==> src/rtl/prog_loader.sv <==
// Streams a program into instruction memory, holds the CPU in reset, then runs it for a bounded or unbounded time.
// Latency: a memory write strobe appears one cycle after each accepted word; cpu_rst releases HOLD_CYC cycles after the last word.
// Backpressure: in_ready is high only while loading; the stream is never stalled mid-load, and overflow parks the block in ERR.
module prog_loader #(
    parameter int DATA_W   = 16,
    parameter int ADDR_W   = 8,
    parameter int HOLD_CYC = 4
) (
    input  logic              clk,
    input  logic              rst,
    input  logic              load_start,
    input  logic [15:0]       run_limit,
    input  logic              halt,
    input  logic              in_valid,
    input  logic [DATA_W-1:0] in_data,
    input  logic              in_last,
    output logic              in_ready,
    output logic              imem_we,
    output logic [ADDR_W-1:0] imem_addr,
    output logic [DATA_W-1:0] imem_wdata,
    output logic              cpu_rst,
    output logic [ADDR_W:0]   word_count,
    output logic              done,
    output logic              err
);

    typedef enum logic [2:0] {
        S_IDLE = 3'd0,
        S_LOAD = 3'd1,
        S_HOLD = 3'd2,
        S_RUN  = 3'd3,
        S_DONE = 3'd4,
        S_ERR  = 3'd5
    } state_t;

    // Last HOLD cycle index; the hold counter starts at zero on entry.
    localparam logic [15:0] HOLD_LAST = 16'(HOLD_CYC - 1);

    state_t            r_state;
    logic              r_in_ready;
    logic              r_cpu_rst;
    logic              r_done;
    logic              r_err;
    logic              r_we;
    logic [ADDR_W-1:0] r_addr;
    logic [DATA_W-1:0] r_wdata;
    logic [ADDR_W:0]   r_word_count;
    logic [15:0]       r_hold_cnt;
    logic [15:0]       r_run_cnt;
    logic [15:0]       r_run_limit;

    logic              w_at_top;
    logic              w_hold_end;
    logic              w_run_end;

    // Word about to be written lands in the last memory slot.
    assign w_at_top   = (r_word_count[ADDR_W-1:0] == {ADDR_W{1'b1}});
    // This HOLD cycle is the final one of the reset pulse.
    assign w_hold_end = (r_hold_cnt == HOLD_LAST);
    // This RUN cycle is the N-th one for a non-zero limit; zero means run until halted.
    assign w_run_end  = (r_run_limit != 16'd0) && (r_run_cnt == (r_run_limit - 16'd1));

    // Sequencer: state, registered status outputs and the memory write port.
    always_ff @(posedge clk) begin
        if (rst) begin
            r_state      <= S_IDLE;
            r_in_ready   <= 1'b0;
            r_cpu_rst    <= 1'b1;
            r_done       <= 1'b0;
            r_err        <= 1'b0;
            r_we         <= 1'b0;
            r_addr       <= '0;
            r_wdata      <= '0;
            r_word_count <= '0;
            r_hold_cnt   <= '0;
            r_run_cnt    <= '0;
            r_run_limit  <= '0;
        end else begin
            // Strobe is a single-cycle pulse; address and data keep their last value.
            r_we <= 1'b0;
            case (r_state)
                S_IDLE, S_DONE, S_ERR: begin
                    if (load_start) begin
                        r_state      <= S_LOAD;
                        r_in_ready   <= 1'b1;
                        r_done       <= 1'b0;
                        r_err        <= 1'b0;
                        r_word_count <= '0;
                        r_run_limit  <= run_limit;
                    end
                end
                S_LOAD: begin
                    // in_ready is high throughout LOAD, so in_valid alone marks a transfer.
                    if (in_valid) begin
                        r_we         <= 1'b1;
                        r_addr       <= r_word_count[ADDR_W-1:0];
                        r_wdata      <= in_data;
                        r_word_count <= r_word_count + (ADDR_W+1)'(1);
                        if (in_last) begin
                            // A last word in the top slot is still a clean finish.
                            r_state    <= S_HOLD;
                            r_in_ready <= 1'b0;
                            r_hold_cnt <= '0;
                        end else if (w_at_top) begin
                            // Memory is full and the program has not ended.
                            r_state    <= S_ERR;
                            r_in_ready <= 1'b0;
                            r_err      <= 1'b1;
                        end
                    end
                end
                S_HOLD: begin
                    if (w_hold_end) begin
                        r_state   <= S_RUN;
                        r_cpu_rst <= 1'b0;
                        r_run_cnt <= '0;
                    end else begin
                        r_hold_cnt <= r_hold_cnt + 16'd1;
                    end
                end
                S_RUN: begin
                    r_run_cnt <= r_run_cnt + 16'd1;
                    // Halt and limit expiry lead to the same place; halt needs no limit.
                    if (halt || w_run_end) begin
                        r_state   <= S_DONE;
                        r_cpu_rst <= 1'b1;
                        r_done    <= 1'b1;
                    end
                end
                default: begin
                    r_state    <= S_IDLE;
                    r_in_ready <= 1'b0;
                    r_cpu_rst  <= 1'b1;
                    r_done     <= 1'b0;
                    r_err      <= 1'b0;
                end
            endcase
        end
    end

    assign in_ready   = r_in_ready;
    assign imem_we    = r_we;
    assign imem_addr  = r_addr;
    assign imem_wdata = r_wdata;
    assign cpu_rst    = r_cpu_rst;
    assign word_count = r_word_count;
    assign done       = r_done;
    assign err        = r_err;

endmodule

==> config.mk <==
export PLATFORM = sky130hd
export DESIGN_NAME = prog_loader
export DESIGN_NICKNAME = d
export VERILOG_FILES = /design/src/rtl/prog_loader.sv
export SDC_FILE = /design/constraint.sdc
export NUM_CORES = 1
export LEC_CHECK = 0
export ABC_AREA = 1
export BUFFER_PORTS_ARGS = -buffer_cell sky130_fd_sc_hd__buf_2
export CAP_MARGIN = 20
export CELL_PAD_IN_SITES_DETAIL_PLACEMENT = 1
export CELL_PAD_IN_SITES_GLOBAL_PLACEMENT = 2
export CORE_ASPECT_RATIO = 1.25
export CORE_MARGIN = 4
export CORE_UTILIZATION = 30
export CTS_BUF_LIST = sky130_fd_sc_hd__clkbuf_8
export CTS_CLUSTER_DIAMETER = 150
export DETAILED_ROUTE_END_ITERATION = 8
export GPL_TIMING_DRIVEN = 0
export PLACE_DENSITY_LB_ADDON = 0.1
export SYNTH_ARGS = -nofsm -noshare
export SYNTH_HDL_FRONTEND = slang
export SYNTH_SLANG_ARGS = --single-unit
==> constraint.sdc <==
create_clock -name clk -period 2.93 [get_ports clk]
set_input_delay 0.293 -clock clk [delete_from_list [all_inputs] [get_ports clk]]
set_output_delay 0.293 -clock clk [all_outputs]
set_load 0.02 [all_outputs]
# After elaboration in Yosys (flattened, before gate mapping)
# Index checks and enable logic that the tools add are counted.
[totals] elab_cells=90 ff_bits=89 output_inout_bits=38
[classes] n_reduce_logical=22 muxes=31 eq_ne=17 bitwise=4 addsub=4
[ops] cell="2-to-1 mux 16 bit" count=4
[ops] cell="one-hot mux 16 bit (2 select lines)" count=2
[ops] cell="adder 16 x 1 -> 16 bit (second input constant)" count=2
[ops] cell="2-to-1 mux 3 bit" count=6
[ops] cell="2-to-1 mux 9 bit" count=2
[ops] cell="one-hot mux 9 bit (2 select lines)" count=1
[ops] cell="== test 16 bit" count=1
[ops] cell="== test 16 x 2 -> 1 bit (second input constant)" count=1
[ops] cell="inequality test 2 bit (second input constant)" count=8
[ops] cell="nonzero test 16 bit" count=1
[ops] cell="subtractor 16 x 1 -> 16 bit (second input constant)" count=1
[ops] cell="one-hot mux 1 bit (3 select lines)" count=4
[ops] cell="one-hot mux 3 bit (4 select lines)" count=1
[ops] cell="2-to-1 mux 1 bit" count=11
[ops] cell="AND reduction 5 bit" count=2
[ops] cell="adder 9 x 1 -> 9 bit (second input constant)" count=1
[ops] cell="AND reduction 3 bit" count=3
[ops] cell="== test 8 bit (second input constant)" count=1
[ops] cell="AND reduction 4 bit" count=2
[ops] cell="== test 3 x 2 -> 1 bit (second input constant)" count=2
[ops] cell="== test 3 bit (second input constant)" count=2
[ops] cell="AND reduction 2 bit" count=3
[ops] cell="nonzero test 2 bit" count=3
[ops] cell="OR reduction 2 bit" count=3
[ops] cell="8 further kinds" count=11

# Longest topological paths before layout
[depth] ltp_word=6 ltp_mapped=18 mapped_depth_nobuf=18

# Least setup slack after synthesis
# Ideal clock, no wire load.
[synth_path] kind="reg-to-reg" startpoint="register r_word_count[1], in the netlist word_count[1]" endpoint="register r_state[1]" n_path_buf=0 path_slack_ps=1112 setup_ps=113 path_stages_with_launch=11 required_ps=2817 arrival_time_ps=1705 cell_sequence="dfxtp_1 -> ha_1 -> inv_1 -> nor3_1 -> nand3_1 -> nor3_2 -> nor2_1 -> nor2_2 -> nand3_2 -> o21ai_1 -> inv_1"
[synth_via] elab_chain_cells=3
[synth_rtl] item="start, declared" line="47" text="logic [ADDR_W:0] r_word_count;"
[synth_rtl] item="start signal, assigned" line="98" text="r_word_count <= r_word_count + (ADDR_W+1)'(1);"
[synth_rtl] item="== test 8 bit" line="57" text="assign w_at_top = (r_word_count[ADDR_W-1:0] == {ADDR_W{1'b1}});"
[synth_rtl] item="inequality test 3 bit (no source line)"
[synth_rtl] item="AND reduction 5 bit (no source line)"
[synth_rtl] item="end signal, assigned" line="66" text="r_state <= S_IDLE;"
[synth_rtl] item="end signal, assigned" line="84" text="r_state <= S_LOAD;"
[synth_rtl] item="end signal, assigned" line="101" text="r_state <= S_HOLD;"
[synth_rtl] item="end, declared" line="39" text="state_t r_state;"
# No other way between the ends.
# A chain may end at the register's enable or synchronous reset.

# Worst setup path after layout
[layout_path] startpoint="register r_run_limit[0]" endpoint="register r_state[1]"
[layout_via] elab_chain_cells=6 elab_cells_between_ends=7 cone_classes="add/sub: 1; eq/ne: 2; reduce/logical: 4"
[layout_rtl] item="start, declared" line="50" text="logic [15:0] r_run_limit;"
[layout_rtl] item="start signal, assigned" line="89" text="r_run_limit <= run_limit;"
[layout_rtl] item="subtractor 16 x 1 -> 16 bit" line="61" text="assign w_run_end = (r_run_limit != 16'd0) && (r_run_cnt == (r_run_limit - 16'd1));"
[layout_rtl] item="== test 16 bit" line="61"
[layout_rtl] item="logical AND 1 bit *" line="61"
[layout_rtl] item="logical OR 1 bit *" line="124" text="if (halt || w_run_end) begin"
[layout_rtl] item="inequality test 2 bit (no source line) *"
[layout_rtl] item="AND reduction 5 bit (no source line) *"
[layout_rtl] item="end signal, assigned" line="66"
[layout_rtl] item="end signal, assigned" line="125" text="r_state <= S_DONE;"
[layout_rtl] item="end signal, assigned" line="131" text="r_state <= S_IDLE;"
# Every way passes the cells marked *; elsewhere a longest branch is shown, timed or not.

==> PnR_summary.wiki <==
{| class="wikitable"
! Metric !! Value
|-
| Sum of negative setup slack || 0 ns
|-
| Leading cell types by count after synthesis || nand2_1, dfxtp_1, nor2_1
|-
| Most numerous cell in the Yosys netlist || nand2_1
|-
| Worst path depth || 15
|-
| DR vias/cell || 4.716
|-
| Final cycle utilization of the critical path || 74.65%
|-
| Result of the run || finished clean
|-
| Cell depth of the worst min-delay path || 3
|-
| CTS Hold Bufs || 0
|-
| Cell type of the slowest stage on the worst timing path || dfxtp_1
|-
| Critical path's most frequent cell || nand2_1
|-
| H-tree depth || 3
|-
| Total wirelength of the detailed-routed design || 14470 um
|-
| Area of the die || 17500 um2
|-
| Final estimated routing congestion in global placement || 0.8087
|-
| Utilization of the core after routing || 36.36%
|-
| Max-cap check violation count || 0
|-
| Post-detailed-route DRC marker count || 0
|-
| Power density over the cells || 773.4 nW/um2
|-
| Proportion of synthesized flip-flops having asynchronous set or reset || 0%
|-
| Int Pwr || 2418 uW
|-
| Data required time of the critical path || 3.20 ns
|-
| CTS clk-pin slew, worst paths || 0.09 ns
|-
| Capturing element type of the critical path || register
|-
| Cells along the critical path || inv_1 -> ha_1 -> nand2_2 -> nor2_4 -> nand2_1 -> nand2_1 -> nand2_1 -> nor2_1 -> nand2_1 -> nor2_1 -> nand3_1 -> nand2_2 -> nand3_2 -> o21ai_1 -> inv_1
|-
| Number of gates resized after CTS || 0
|-
| Setup clock skew after layout || 0.009903 ns
|-
| Effective utilization at floorplan || 30.71%
|-
| Ports placed on the boundary || 76
|-
| Global route total overflow || 0
|-
| PortBufs || 75
|-
| Arrival time of data at the critical path endpoint || 2.46 ns
|-
| Sw Share || 42.97%
|-
| Core footprint || 15080 um2
|-
| Final cell area excluding filler cells || 5482 um2
|-
| Fraction of final layout cells sized beyond drive strength 1 || 17.05%
|-
| Wire length of the first global-routing pass || 23760 um
|-
| Worst hold path type || primary input to register
|-
| Sequential cell area fraction in the yosys report || 38.48%
|-
| Area added between synthesis and finish || 18.37%
|-
| Clock latency on the worst-skew pair || 0.37 ns
|-
| F_max || 457.2 MHz
|-
| Share of total power in combinational logic || 41.2%
|-
| Worst slew margin relative to its limit || 55.27%
|-
| Die Width || 119.1 um
|-
| Final Critical Period || 2.187 ns
|-
| Inserted Clock Buffers || 9
|-
| GRT Util Overall || 16.78%
|-
| Proportion of power drawn by flip-flops and latches || 36.8%
|-
| Slew at the pin closest to its max-slew limit || 0.6709 ns
|-
| Clock power share || 22.0%
|-
| Post-CTS Repair Setup Buffers || 0
|-
| Vias post-DR || 4659
|-
| Antenna violations before repair || 0
|-
| Root Buffer Master || clkbuf_8
|-
| Final Slew Violations || 0
|-
| Drt pass-1 iters || 4
|-
| Final Power || 4240 uW
|-
| Switching power || 1822 uW
|-
| Routed wire length per instance || 14.64 um
|-
| Critical path buffers and inverters || 2
|-
| Dominant cells by area after synthesis || dfxtp_1, nand2_1, a21oi_1
|-
| Post-DP Area || 5266 um2
|-
| Total number of placement rows || 50
|-
| Ant. Diodes || 0
|-
| Syn Std Cell Area || 4631 um2
|-
| Remaining antenna violation count after routing || 0
|-
| Synthesized netlist net count || 731
|-
| Avg Synthesized Cell Area || 6.721 um2
|-
| Synth area leader || dfxtp_1
|-
| First-iteration detailed-routing DRC count || 135
|-
| Post-DP HPWL || 11620 um
|-
| Startpoint type of the worst setup path || register
|-
| CP peak stage delay || 0.33 ns
|-
| Synthesized netlist cell count || 689
|-
| Critical Path Fanout Max || 6
|-
| Largest net degree at the start of global routing || 15
|-
| Worst VDD drop || 0.0003145 V
|-
| Kind of cell adding the most delay to the critical path || simple AND/OR/NAND/NOR gates
|-
| Number of library cell types mapped by synthesis || 35
|-
| Number of warnings issued by yosys || 0
|-
| Count of clock tree sinks || 89
|-
| Via count of the first global-routing pass || 4903
|-
| Number of synthesized register bits || 89
|-
| EDFF count, synth || 0
|-
| Static leakage power || 0.002314 uW
|-
| CTS tree || built
|-
| Net total in the final layout || 817
|-
| RSZ-0062 raised after global routing || no
|-
| Die Span Y || 146.9 um
|-
| Worst reg-to-reg path cell count || 15
|-
| Primary FF master, synth || dfxtp_1
|-
| Type of the setup path with the least slack || register to register
|-
| Number of failing setup endpoints in the final timing report || 0
|-
| Hold violation count in the final report || 0
|-
| Share of the synthesized area in the top cell type || 38.48%
|-
| Maximum clock insertion buffer count || 2
|}
-- layout make-up --
type	instances	area, um2
buffer	23	101.3
clock buffer	12	165.2
clock inverter	4	50.05
fill	1978	9595
inverter	85	319.1
multi-input combinational	492	2429
sequential	89	1782
tap	208	260.3
timing repair buffer	75	375.4
-- worst reg2reg max path, stage by stage (launching register included) --
cell	delay, ns
dfxtp_1	0.33
inv_1	0.11
ha_1	0.26
nand2_2	0.12
nor2_4	0.17
nand2_1	0.07
nand2_1	0.07
nand2_1	0.05
nor2_1	0.13
nand2_1	0.07
nor2_1	0.08
nand3_1	0.11
nand2_2	0.17
nand3_2	0.11
o21ai_1	0.17
inv_1	0.05
-- path summary, 6_finish.rpt --
path	from	endpoint	slack, ns
worst min register to register	in_ready	in_ready	0.47
worst max register to register	r_run_limit[0]	r_state[1]	0.74
worst min-delay path	in_data[11]	imem_wdata[11]	0.17
worst max-delay path	r_run_limit[0]	r_state[1]	0.74
-- layout by cell type (no fill, tap or decap), drive strengths merged --
| cell type | instances |
|---|---|
| nor4 | 9 |
| or2 | 5 |
| and3 | 1 |
| inv | 85 |
| bufinv | 1 |
| clkinv | 1 |
| dfxtp | 89 |
| nor3 | 23 |
| nand3b | 4 |
| clkbuf | 27 |
| a21oi | 67 |
| nand2 | 150 |
| nand3 | 38 |
| o21ai | 58 |
| xor2 | 17 |
| buf | 83 |
| ha | 4 |
| a31oi | 2 |
| xnor2 | 4 |
| o31ai | 1 |
| a211oi | 5 |
| nor2 | 96 |
| nand4 | 8 |
| clkinvlp | 2 |
-- layer usage --
layer	GRT usage (%)	vias to the layer above	share of wire, %
li1	-	2397	-
met1	18.75	2187	42
met2	31.49	66	53
met3	3.389	9	3.9
met4	5.449	0	1.1
met5	0	-	0
-- cell families after synthesis --
kind of cell | after synthesis | share of synthesized area, %
adder cells (fa/ha/maj) | 4 | 1.081
XOR/XNOR | 21 | 3.972
AO/OA/AOI/OAI | 133 | 14.75
flip-flops | 89 | 38.48
buffers and inverters | 108 | 9.079
AND/OR/NAND/NOR | 334 | 32.64
-- sequential cells by signal, indices dropped and copies added (netlist names) --
| register | flops |
|---|---|
| imem_wdata | 16 |
| in_ready | 1 |
| imem_addr | 8 |
| done | 1 |
| cpu_rst | 1 |
| r_state | 3 |
| imem_we | 1 |
| word_count | 9 |
| r_hold_cnt | 16 |
| err | 1 |
| r_run_limit | 16 |
| r_run_cnt | 16 |
-- metrics by stage --
step / hold WS [ns] / setup slack (ns) / cells
6_report: 0.1666 / 0.7427 / 988
5_1_grt: 0.1789 / 0.4544 / 988
4_1_cts: 0.1471 / 0.6741 / 988
3_5_place_dp: 0.4519 / 0.6975 / 972
3_3_place_gp: 0.4336 / 0.7061 / 972
2_1_floorplan: 0.4397 / 1.112 / 689
-- power by group through the flow --
stage	sequential (uW)	clock, uW	combinational, uW
detailed placement	1590	0	1790
floorplan	1670	0	1150
global placement	1580	0	1750
CTS	1570	974	1790
finish	1560	932	1750
global route	1590	1020	1990
Note: power is estimated with default switching activity, not from simulation.
